===== src/rtl/sap_pkg.sv =====
// -----------------------------------------------------------------------------
// sap_pkg -- definitions shared by the branch unit and its condition evaluator.
//   * Branch opcode constants (JMP, JZ, JNZ, JC, JNC; 101..111 are undefined)
//   * Flag bit positions inside the 2-bit flag word {C, Z}
//   * Branch FSM state type
// -----------------------------------------------------------------------------
package sap_pkg;

    localparam logic [2:0] OP_JMP = 3'b000;
    localparam logic [2:0] OP_JZ  = 3'b001;
    localparam logic [2:0] OP_JNZ = 3'b010;
    localparam logic [2:0] OP_JC  = 3'b011;
    localparam logic [2:0] OP_JNC = 3'b100;

    localparam int FLAG_Z = 0;
    localparam int FLAG_C = 1;

    typedef enum logic [1:0] {
        ST_IDLE = 2'd0,
        ST_EVAL = 2'd1,
        ST_LOAD = 2'd2,
        ST_DONE = 2'd3
    } br_state_t;

endpackage


===== src/rtl/cond_eval.sv =====
// -----------------------------------------------------------------------------
// cond_eval -- purely combinational branch condition decoder.
// Ports:
//   op      [2:0] in   branch opcode
//   flags   [1:0] in   flag word, bit FLAG_Z = zero, bit FLAG_C = carry
//   taken         out  branch condition satisfied
//   illegal       out  opcode undefined (never reported as taken)
// -----------------------------------------------------------------------------
module cond_eval
    import sap_pkg::*;
(
    input  logic [2:0] op,
    input  logic [1:0] flags,
    output logic       taken,
    output logic       illegal
);

    always_comb begin
        taken   = 1'b0;
        illegal = 1'b0;
        case (op)
            OP_JMP:  taken = 1'b1;
            OP_JZ:   taken = flags[FLAG_Z];
            OP_JNZ:  taken = ~flags[FLAG_Z];
            OP_JC:   taken = flags[FLAG_C];
            OP_JNC:  taken = ~flags[FLAG_C];
            default: illegal = 1'b1;
        endcase
    end

endmodule


===== src/rtl/branch_unit.sv =====
// -----------------------------------------------------------------------------
// branch_unit -- evaluates a conditional branch and hands the target to the PC.
//
// Sequence: IDLE accepts br_req and latches op/target, EVAL resolves the
// condition (forwarding a flag write of the same cycle), LOAD holds pc_load
// until pc_ack, DONE pulses br_done and publishes br_taken.
//
// Ports:
//   clk, rst                 clock, synchronous active-high reset
//   br_req, br_op, br_target branch request, opcode and destination
//   flag_q                   registered flags {C, Z}
//   flag_write, flag_wdata   flag register write this cycle (forwarded in EVAL)
//   pc_ack                   PC accepted the load (only meaningful in LOAD)
//   pc_load, pc_target       PC load request and latched destination
//   br_busy                  unit not in IDLE
//   br_done, br_illegal      one-cycle completion / undefined-opcode pulses
//   br_taken                 result of the last completed branch
//
// Optional (macro BRANCH_STATS_EN): br_eval_cnt, br_taken_cnt -- saturating
// 16-bit counts of completed and of taken branches.
// -----------------------------------------------------------------------------
module branch_unit
    import sap_pkg::*;
#(
    parameter int ADDR_W = 16
) (
    input  logic              clk,
    input  logic              rst,
    input  logic              br_req,
    input  logic [2:0]        br_op,
    input  logic [ADDR_W-1:0] br_target,
    input  logic [1:0]        flag_q,
    input  logic              flag_write,
    input  logic [1:0]        flag_wdata,
    input  logic              pc_ack,
    output logic              pc_load,
    output logic [ADDR_W-1:0] pc_target,
    output logic              br_busy,
    output logic              br_done,
    output logic              br_taken,
    output logic              br_illegal
`ifdef BRANCH_STATS_EN
    ,
    output logic [15:0]       br_eval_cnt,
    output logic [15:0]       br_taken_cnt
`endif
);

    br_state_t         state_reg;
    logic [2:0]        op_reg;
    logic [ADDR_W-1:0] target_reg;
    logic              pc_load_reg;
    logic              busy_reg;
    logic              done_reg;
    logic              taken_reg;
    logic              illegal_reg;

    logic [1:0]        eval_flags;
    logic              cond_taken;
    logic              cond_illegal;

    // A flag write landing in the EVAL cycle is not yet visible in flag_q.
    assign eval_flags = flag_write ? flag_wdata : flag_q;

    cond_eval u_cond_eval (
        .op      (op_reg),
        .flags   (eval_flags),
        .taken   (cond_taken),
        .illegal (cond_illegal)
    );

    always_ff @(posedge clk) begin
        if (rst) begin
            state_reg   <= ST_IDLE;
            op_reg      <= 3'b000;
            target_reg  <= '0;
            pc_load_reg <= 1'b0;
            busy_reg    <= 1'b0;
            done_reg    <= 1'b0;
            taken_reg   <= 1'b0;
            illegal_reg <= 1'b0;
        end else begin
            done_reg    <= 1'b0;
            illegal_reg <= 1'b0;
            case (state_reg)
                ST_IDLE: begin
                    if (br_req) begin
                        op_reg     <= br_op;
                        target_reg <= br_target;
                        busy_reg   <= 1'b1;
                        state_reg  <= ST_EVAL;
                    end
                end
                ST_EVAL: begin
                    if (cond_taken) begin
                        pc_load_reg <= 1'b1;
                        state_reg   <= ST_LOAD;
                    end else begin
                        // Not-taken and illegal branches skip LOAD entirely.
                        done_reg    <= 1'b1;
                        taken_reg   <= 1'b0;
                        illegal_reg <= cond_illegal;
                        state_reg   <= ST_DONE;
                    end
                end
                ST_LOAD: begin
                    if (pc_ack) begin
                        pc_load_reg <= 1'b0;
                        done_reg    <= 1'b1;
                        taken_reg   <= 1'b1;
                        state_reg   <= ST_DONE;
                    end
                end
                ST_DONE: begin
                    busy_reg  <= 1'b0;
                    state_reg <= ST_IDLE;
                end
                default: state_reg <= ST_IDLE;
            endcase
        end
    end

    assign pc_load    = pc_load_reg;
    assign pc_target  = target_reg;
    assign br_busy    = busy_reg;
    assign br_done    = done_reg;
    assign br_taken   = taken_reg;
    assign br_illegal = illegal_reg;

`ifdef BRANCH_STATS_EN
    logic [15:0] eval_cnt_reg;
    logic [15:0] taken_cnt_reg;

    // Counters follow the br_done pulse, so they update one cycle after it.
    always_ff @(posedge clk) begin
        if (rst) begin
            eval_cnt_reg  <= 16'h0000;
            taken_cnt_reg <= 16'h0000;
        end else if (done_reg) begin
            if (eval_cnt_reg != 16'hFFFF)
                eval_cnt_reg <= eval_cnt_reg + 16'd1;
            if (taken_reg && (taken_cnt_reg != 16'hFFFF))
                taken_cnt_reg <= taken_cnt_reg + 16'd1;
        end
    end

    assign br_eval_cnt  = eval_cnt_reg;
    assign br_taken_cnt = taken_cnt_reg;
`endif

endmodule


===== config.mk =====
export PLATFORM = sky130hd
export DESIGN_NAME = branch_unit
export DESIGN_NICKNAME = d
export VERILOG_FILES = /design/src/rtl/sap_pkg.sv /design/src/rtl/cond_eval.sv /design/src/rtl/branch_unit.sv
export SDC_FILE = /design/constraint.sdc
export NUM_CORES = 1
export LEC_CHECK = 0
export ABC_AREA = 1
export BUFFER_PORTS_ARGS = -buffer_cell sky130_fd_sc_hd__buf_4
export CAP_MARGIN = 0
export CORE_ASPECT_RATIO = 0.6
export CORE_MARGIN = 2
export CORE_UTILIZATION = 24
export CTS_BUF_LIST = sky130_fd_sc_hd__clkbuf_8
export DETAILED_ROUTE_END_ITERATION = 10
export PLACE_DENSITY = 0.56
export REMOVE_ABC_BUFFERS = 1
export SETUP_SLACK_MARGIN = 0.15
export SYNTH_ARGS = -nofsm -noshare
export SYNTH_HDL_FRONTEND = slang
export SYNTH_SLANG_ARGS = --single-unit
export TNS_END_PERCENT = 10

===== constraint.sdc =====
create_clock -name clk -period 2.8 [get_ports clk]
set_input_delay 0.28 -clock clk [delete_from_list [all_inputs] [get_ports clk]]
set_output_delay 0.28 -clock clk [all_outputs]
set_load 0.05 [all_outputs]

==> flow_summary.toml, run 1 <==
[grt]
globalRouteMet1Util_pct = 15.7
antenna_found_initial = 0
grt-ovfl-total = 0
grt.busiest_layer = "met1"
grt_max_degree = 24
gr-usage-all-layers_pct = 10.2
use_met2_pct = 13.6
grt_pass1_wl_um = 4470
grt_util_met3_pct = 3.38
grt_pass1_vias = 1009

[min_path]
whs_path_depth = 2
holdCritPathClass = "primary input to flop"

[detailed_routing]
viasPerCell = 3.98
drc = 0
wl_per_cell_um = 9.90
vias = 1095
wirelength_um = 2720
initialDrtViolationCount = 31
firstDrtPassIters = 4
ant_nets = 0

[clock_tree]
clockRootBuffer = "clkbuf_8"
clkLatencyLatePin_ns = 0.26
post_cts_resized = 0
cts_inserted_buffers = 3
clkSlewWorstSetupHoldPaths_ns = 0.09
cts-hold-fix-buffers = 0
cts_sinks = 26
postCtsSetupRepairBufs = 0
tritoncts = "yes"
clk_path_buf_depth = 2
cts_max_level = 1

[critical_path]
crit_path_end_kind = "flop"
cp.arrival_ns = 2.02
crit_required_ns = 2.96
slowest_stage = "clkinv_1"
cp.depth = 7
crit_family = "buffers and inverters"
start_kind = "flop"
path_cells = "inv_1 -> ha_1 -> nand2_1 -> buf_4 -> clkinv_1 -> o21ai_0 -> a21oi_1"
worst-path-buf-inv = 3
crit_fanout = 23
worstRegToRegCells = 7
critPathMaxStageDelay_ns = 0.42
worstSetupPathType = "flop to flop"

[floorplanning]
die-width_um = 94.4
die_h_um = 58.2
die-area_um2 = 5490
io_pins = 49
core_area_um2 = 4640
num_rows = 19
initial_utilization_pct = 25.4

[final_layout]
final_net_count = 245
area_delta_synth_final_pct = 41.0
final_util_pct = 35.8
layout.cells.non_filler = 275
drive_gt1_share_pct = 32.1
largest_reg_flops = 16
antennaDiodeCount = 0

[logic_synthesis]
synth-seq-cells = 26
synth_largest_area_cell = "dfxtp_1"
syn-cell-area_um2 = 1180
yosysWarnings = 0
syn_inst = 164
yosysTopAreaCellShare_pct = 44.3
avgSynthCellArea_um2 = 7.17
netlist-cell-type-count = 21
ys_seq_area_share_pct = 44.3
yosys-top-cells-area = "dfxtp_1, nor2_1, o21ai_0"

[pwr]
ir_drop_mv = 0.399
leakage_nw = 0.781
p_per_area_nw_per_um2 = 977

[sta]
hold_viol_final = 0
setup_ws_ns = 0.935
post-route-period-util_pct = 66.6
slew_violations = 0
rsz0062_at_grt = "no"
tightest_slew_ns = 0.564
min_period_ns = 1.86
fmax_mhz = 536
slew_headroom_pct = 62.4
finalSetupViolations = 0
finClkSkew_ns = 0.00110
setup_tns_ns = 0

[outcome]
status = "complete, no violations"

[placed_design]
globalplace.congestion = 0.765
placedCellCount = 271
dp_slack_ns = 0.952
dp_hpwl_um = 2110
port_buffers = 48

[job]
maxCapViolations = 0
-- kinds of logic (layout without fill, tap and decap cells) --
| family | count (synthesis) | count (layout) | share of synthesized area, % |
|---|---|---|---|
| buffers and inverters | 21 | 69 | 6.81 |
| flip-flops | 26 | 26 | 44.3 |
| adder cells (fa/ha/maj) | 4 | 4 | 4.26 |
| AO/OA/AOI/OAI | 32 | 32 | 13.9 |
| AND/OR/NAND/NOR | 81 | 81 | 30.7 |
-- path summary, 6_finish.rpt --
path | startpoint | endpoint | slack, ns
max | state_reg[0] | br_busy | 0.94
min | rst | br_taken | 0.21
max reg2reg | state_reg[0] | br_busy | 0.94
min reg2reg | pc_load | pc_load | 0.46
-- layout make-up --
type,instances,area (um^2)
clock buffer,4,55.1
sequential,26,520
inverter,16,60.1
multi-input combinational,117,576
timing repair buffer,49,368
tap,63,78.8
fill,513,2980
-- stage by stage --
step	power (W)	instance area [um^2]	hold WS (ns)
6_report	0.00162	1660	0.206
5_1_grt	0.00175	1660	0.191
4_1_cts	0.00164	1660	0.198
3_5_place_dp	0.00140	1600	0.455
3_3_place_gp	0.00140	1600	0.457
2_1_floorplan	0.00115	1160	0.342
-- synthesized netlist by cell type --
master,n
nor2_1,39
dfxtp_1,26
nand2_1,26
o21ai_0,23
inv_1,13
a21oi_1,8
nand2_2,6
ha_1,4
clkbuf_1,3
inv_2,2
nand3_1,2
nand3_2,2
nand4_2,2
a21oi_2,1
buf_1,1
buf_2,1
clkinv_1,1
nor2_2,1
nor4_1,1
or2_1,1
or2_2,1
-- placed cells by master, fill, tap and decap left out, drive strengths merged --
| cell | synthesis | layout |
|---|---|---|
| nand3 | 4 | 4 |
| a21oi | 9 | 9 |
| nor2 | 40 | 40 |
| nor4 | 1 | 1 |
| nand4 | 2 | 2 |
| inv | 15 | 15 |
| dfxtp | 26 | 26 |
| nand2 | 32 | 32 |
| clkinv | 1 | 1 |
| ha | 4 | 4 |
| clkbuf | 3 | 4 |
| or2 | 2 | 2 |
| buf | 2 | 49 |
| o21ai | 23 | 23 |
-- routing by layer --
layer / vias up / part of all wire, %
met4: 0 / 0.84
met3: 2 / 5.9
met5: - / 0
met1: 456 / 56
li1: 611 / -
met2: 26 / 37
-- report_power, final --
part / internal (W) / leakage (nW) / switching [W]
Clock: 0.000125 / 0.0288 / 0.000111
Combinational: 0.000269 / 0.538 / 0.000567
Sequential: 0.000476 / 0.215 / 0.0000700
Total: 0.000871 / 0.781 / 0.000748
(Power assumes the default switching activity.)
==> run 2, diff against run 1 <==
- ABC_AREA: 1 -> 0
- clock period: 2.8 -> 1.8 ns (I/O delays scaled with it)
==> run 2 against run 1 <==
Effect of this change:
- hold slack got worse by 0.051 ns
- critical path type unchanged
- area after synthesis fell by 7.4%
- combinational power rose by 10%
==> flow_summary.toml, run 2 <==
[final_layout]
final_net_count = 217
fillers = 462
layout_commonest_cell = "buf_4"
antennaDiodeCount = 0
final_util_pct = 36.7
largest_reg_flops = 16
mostFrequentLayoutCells = "buf_4, nand2_1, dfxtp_1, a21oi_1, nor2_1"
area_delta_synth_final_pct = 42.6
drive_gt1_share_pct = 30.6

[critical_path]
regToRegStartpoint = "op_reg[2]"
cp.arrival_ns = 1.62
crit_fanout = 5
worstSetupPathType = "flop to flop"
reg2reg_slack_ns = 0.35
worstRegToRegCells = 4
rr_endpoint = "state_reg[0]"
crit_path_end_kind = "flop"
start_kind = "flop"
crit_required_ns = 1.97

[pwr]
p_per_area_nw_per_um2 = 1290
leakage_nw = 0.685
finalPower_w = 0.00200
ir_drop_mv = 0.377

[floorplanning]
io_pins = 49
num_rows = 18
die-width_um = 90.9
core_area_um2 = 4230
die_h_um = 56.2
die-area_um2 = 5110
initial_utilization_pct = 25.7

[sta]
rsz0062_at_grt = "no"
hold_viol_final = 0
slew_violations = 0
slew_headroom_pct = 75.1
finClkSkew_ns = 0.00433
finalSetupViolations = 0
tightest_slew_ns = 0.364
post-route-period-util_pct = 80.6
min_period_ns = 1.45
fmax_mhz = 689
setup_tns_ns = 0
setup_ws_ns = 0.349

[outcome]
status = "complete, no violations"

[clock_tree]
cts-hold-fix-buffers = 0
cts_max_level = 1
postCtsSetupRepairBufs = 0
clkLatencyLatePin_ns = 0.26
post_cts_resized = 1
clkSlewWorstSetupHoldPaths_ns = 0.09
clockRootBuffer = "clkbuf_8"
clk_path_buf_depth = 2
tritoncts = "yes"
cts_sinks = 26
cts_inserted_buffers = 3

[logic_synthesis]
synth-edff-count = 0
yosysTopAreaCellShare_pct = 47.8
ys.flop_type = "dfxtp_1"
yosysWarnings = 0
synth_largest_area_cell = "dfxtp_1"
ys_seq_area_share_pct = 47.8
netlist-cell-type-count = 22
synth_commonest_cells = "nand2_1, dfxtp_1, a21oi_1"
synth-async-reset-ratio_pct = 0
synth-seq-cells = 26
syn-cell-area_um2 = 1090
syn_inst = 137
synth_most_common_cell = "nand2_1"
avgSynthCellArea_um2 = 7.95
yosys-top-cells-area = "dfxtp_1, nand2_1, a21oi_1"

[grt]
grt_pass1_wl_um = 4560
grt_max_degree = 29
grt-ovfl-total = 0
grt_pass1_vias = 967
antenna_found_initial = 0
gr-usage-all-layers_pct = 10.9

[placed_design]
dp_slack_ns = 0.161
dp_hpwl_um = 1990
globalplace.congestion = 0.759
port_buffers = 48

[detailed_routing]
wirelength_um = 2630
wl_per_cell_um = 10.8
drc = 0
initialDrtViolationCount = 25
firstDrtPassIters = 4
viasPerCell = 4.09
vias = 995
ant_nets = 0

[min_path]
min_from = "br_target[9]"
whs_path_depth = 3
holdCritPathClass = "primary input to flop"
worstHoldEndpoint = "pc_target[9]"

[job]
maxCapViolations = 0
## run 2: power by group
| group | total [W] | switching (W) | internal [W] |
|---|---|---|---|
| clock network | 0.000320 | 0.000171 | 0.000150 |
| logic | 0.000923 | 0.000613 | 0.000310 |
| registers | 0.000757 | 0.0000714 | 0.000685 |
## run 2: worst max-delay path: stages, from the launching register on
cell,delay (ns)
dfxtp_1,0.39
and3b_1,0.19
mux2i_1,0.30
nand3_1,0.19
a311oi_2,0.28
## run 2: kinds of logic (layout without fill, tap and decap cells)
kind of cell / count (synthesis) / after routing / share of synthesized area (%)
buf+inv: 10 / 56 / 3.68
flops: 26 / 26 / 47.8
fa+ha+maj: 4 / 4 / 4.60
compound gates: 30 / 30 / 16.0
simple gates: 63 / 63 / 24.3
mux: 4 / 4 / 3.68
## run 2: how the worst max path moves through the flow
stage | from | end | slack [ns]
final | op_reg[2] | state_reg[0] | 0.35
after global routing | op_reg[2] | state_reg[0] | 0.19
after CTS | op_reg[2] | state_reg[0] | 0.34
after detailed placement | state_reg[0] | pc_target[10] | 0.16
after global placement | state_reg[0] | pc_target[9] | 0.22
after floorplan | state_reg[0] | state_reg[0] | 0.26
## run 2: through the flow
step / area [um^2] / hold WS [ns] / cells
5_1_grt: 1550 / 0.140 / 243
6_report: 1550 / 0.155 / 243
3_5_place_dp: 1510 / 0.436 / 240
4_1_cts: 1550 / 0.144 / 243
3_3_place_gp: 1510 / 0.430 / 240
2_1_floorplan: 1060 / 0.248 / 130
## run 2: area by class of cell
| type | instances | area (um^2) | share of cell area (%) |
|---|---|---|---|
| timing repair buffer | 50 | 375 | 24.2 |
| tap | 60 | 75.1 | 4.83 |
| clock buffer | 3 | 41.3 | 2.66 |
| sequential | 26 | 520 | 33.5 |
| inverter | 3 | 11.3 | 0.725 |
| multi-input combinational | 101 | 529 | 34.1 |
## run 2: per-layer routing
| metal | up-vias | part of all wire (%) | track usage (%) | routed length, um |
|---|---|---|---|---|
| met3 | 0 | 9.8 | 5.15 | 258 |
| met1 | 415 | 53 | 16.2 | 1400 |
| met4 | 0 | 0 | 1.30 | 0 |
| li1 | 544 | - | - | - |
| met2 | 36 | 37 | 14.5 | 966 |
| met5 | - | 0 | 0 | 0 |
==> run 3, diff against run 2 <==
- clock period: 1.8 -> 1.5 ns (I/O delays scaled with it)
==> run 3 against run 2 <==
Effect of this change:
- sequential share of layout area is 1.3 points lower
- global-route usage down 0.058 points
- hold slack got worse by 0.041 ns
- power grew 31%
- clock skew shrank 0.0016 ns
- core utilization is 1.8 points higher
- worst setup slack lost 0.16 ns
- non-clock buffer count up 3
- clock power up 42%
- final area grew 5.0%
- largest power group unchanged
==> flow_summary.toml, run 3 (synthesis gave the netlist of run 2 again) <==
[sta]
rsz0062_at_grt = "yes"
min_period_ns = 1.31
finClkSkew_ns = 0.00271
hold_viol_final = 0
fmax_mhz = 764
slew_headroom_pct = 79.6
slew_violations = 0
finalSetupViolations = 0
setup_tns_ns = 0
tightest_slew_ns = 0.306
post-route-period-util_pct = 87.2

[clock_tree]
clockRootBuffer = "clkbuf_8"
clkSlewWorstSetupHoldPaths_ns = 0.09
tritoncts = "yes"
clkLatencyLatePin_ns = 0.27
cts_sinks = 26
cts_max_level = 1
cts_inserted_buffers = 3
clk_path_buf_depth = 2

[floorplanning]
die-width_um = 90.9
num_rows = 18
initial_utilization_pct = 25.7
die_h_um = 56.2
core_area_um2 = 4230
die-area_um2 = 5110
io_pins = 49

[final_layout]
layout_commonest_cell = "buf_4"
largest_reg_flops = 16
final_net_count = 220
area_delta_synth_final_pct = 49.8
drive_gt1_share_pct = 37.4
mostFrequentLayoutCells = "buf_4, nand2_1, a21oi_1, dfxtp_1, nor2_1"
finalInstanceArea_um2 = 1630
antennaDiodeCount = 0
fillers = 474

[grt]
antenna_found_initial = 0
grt_max_degree = 29
grt_pass1_wl_um = 4610
grt-ovfl-total = 0
gr-usage-all-layers_pct = 10.9
grt_pass1_vias = 972

[job]
maxCapViolations = 0

[critical_path]
reg2reg_slack_ns = 0.19
startpoint = "op_reg[2]"
cp.arrival_ns = 1.48
worstRegToRegCells = 5
crit_fanout = 5
crit_required_ns = 1.67
worstSetupPathType = "flop to flop"
rr_endpoint = "br_taken"
regToRegStartpoint = "op_reg[2]"
worstSetupEndpoint = "br_taken"
crit_path_end_kind = "flop"
start_kind = "flop"

[pwr]
ir_drop_mv = 0.532
p_per_area_nw_per_um2 = 1610
leakage_nw = 0.707
finalPower_w = 0.00262

[detailed_routing]
firstDrtPassIters = 4
drc = 0
wirelength_um = 2830
initialDrtViolationCount = 28
ant_nets = 0
viasPerCell = 4.24
wl_per_cell_um = 11.4
vias = 1047

[placed_design]
placed_area_um2 = 1550
dp_hpwl_um = 2090
globalplace.congestion = 0.716
port_buffers = 48

[min_path]
holdCritPathClass = "primary input to flop"

[outcome]
status = "complete, no violations"
## run 3: worst min path at each step
stage	startpoint	to	slack [ns]	cells past startpoint
CTS	br_target[11]	pc_target[11]	0.11	3
finish	br_op[0]	op_reg[0]	0.11	3
global route	br_op[0]	op_reg[0]	0.10	3
floorplan	rst	state_reg[0]	0.22	1
global placement	br_target[8]	pc_target[8]	0.40	3
detailed placement	br_target[11]	pc_target[11]	0.41	3
## run 3: metrics by stage
stage	hold slack [ns]	setup WS (ns)	util, %	cells
finish	0.114	0.192	38.5	247
global route	0.104	0.137	38.5	247
CTS	0.109	0.124	37.9	247
detailed placement	0.407	0.112	36.5	243
global placement	0.402	0.134	36.5	243
floorplan	0.218	-0.0367	-	130
## run 3: worst max-delay path, cell delays in order, from the launching register on
cell     delay, ns
dfxtp_2       0.35
and3b_1       0.22
mux2i_2       0.09
buf_4         0.15
and3_2        0.18
o31a_1        0.22
## run 3: metal layers
layer	wire [um]	track usage, %
met5	0	0
met1	1500	16.1
met4	0	0
met3	236	4.88
met2	1090	15.2
## run 3: what timing repair did
action                     in CTS  in global routing
setup buffers                   0                  0
gates resized for setup         1                 11
setup endpoints to repair      13                 25
hold buffers                    0                  0
## run 3: cell type report
type                    count  area [um^2]  share of cell area, %
clock buffers               4         55.1                   3.38
inverters                   3         11.3                  0.691
repair buffers             53          410                   25.2
flip-flops and latches     26          526                   32.2
well taps                  60         75.1                   4.60
multi-input cells         101          553                   33.9
## run 3: power breakdown
group | internal [W] | leakage (nW) | switching [W] | total (W)
clock network | 0.000235 | 0.0288 | 0.000219 | 0.000454
registers | 0.000828 | 0.215 | 0.0000927 | 0.000921
logic | 0.000466 | 0.463 | 0.000776 | 0.00124
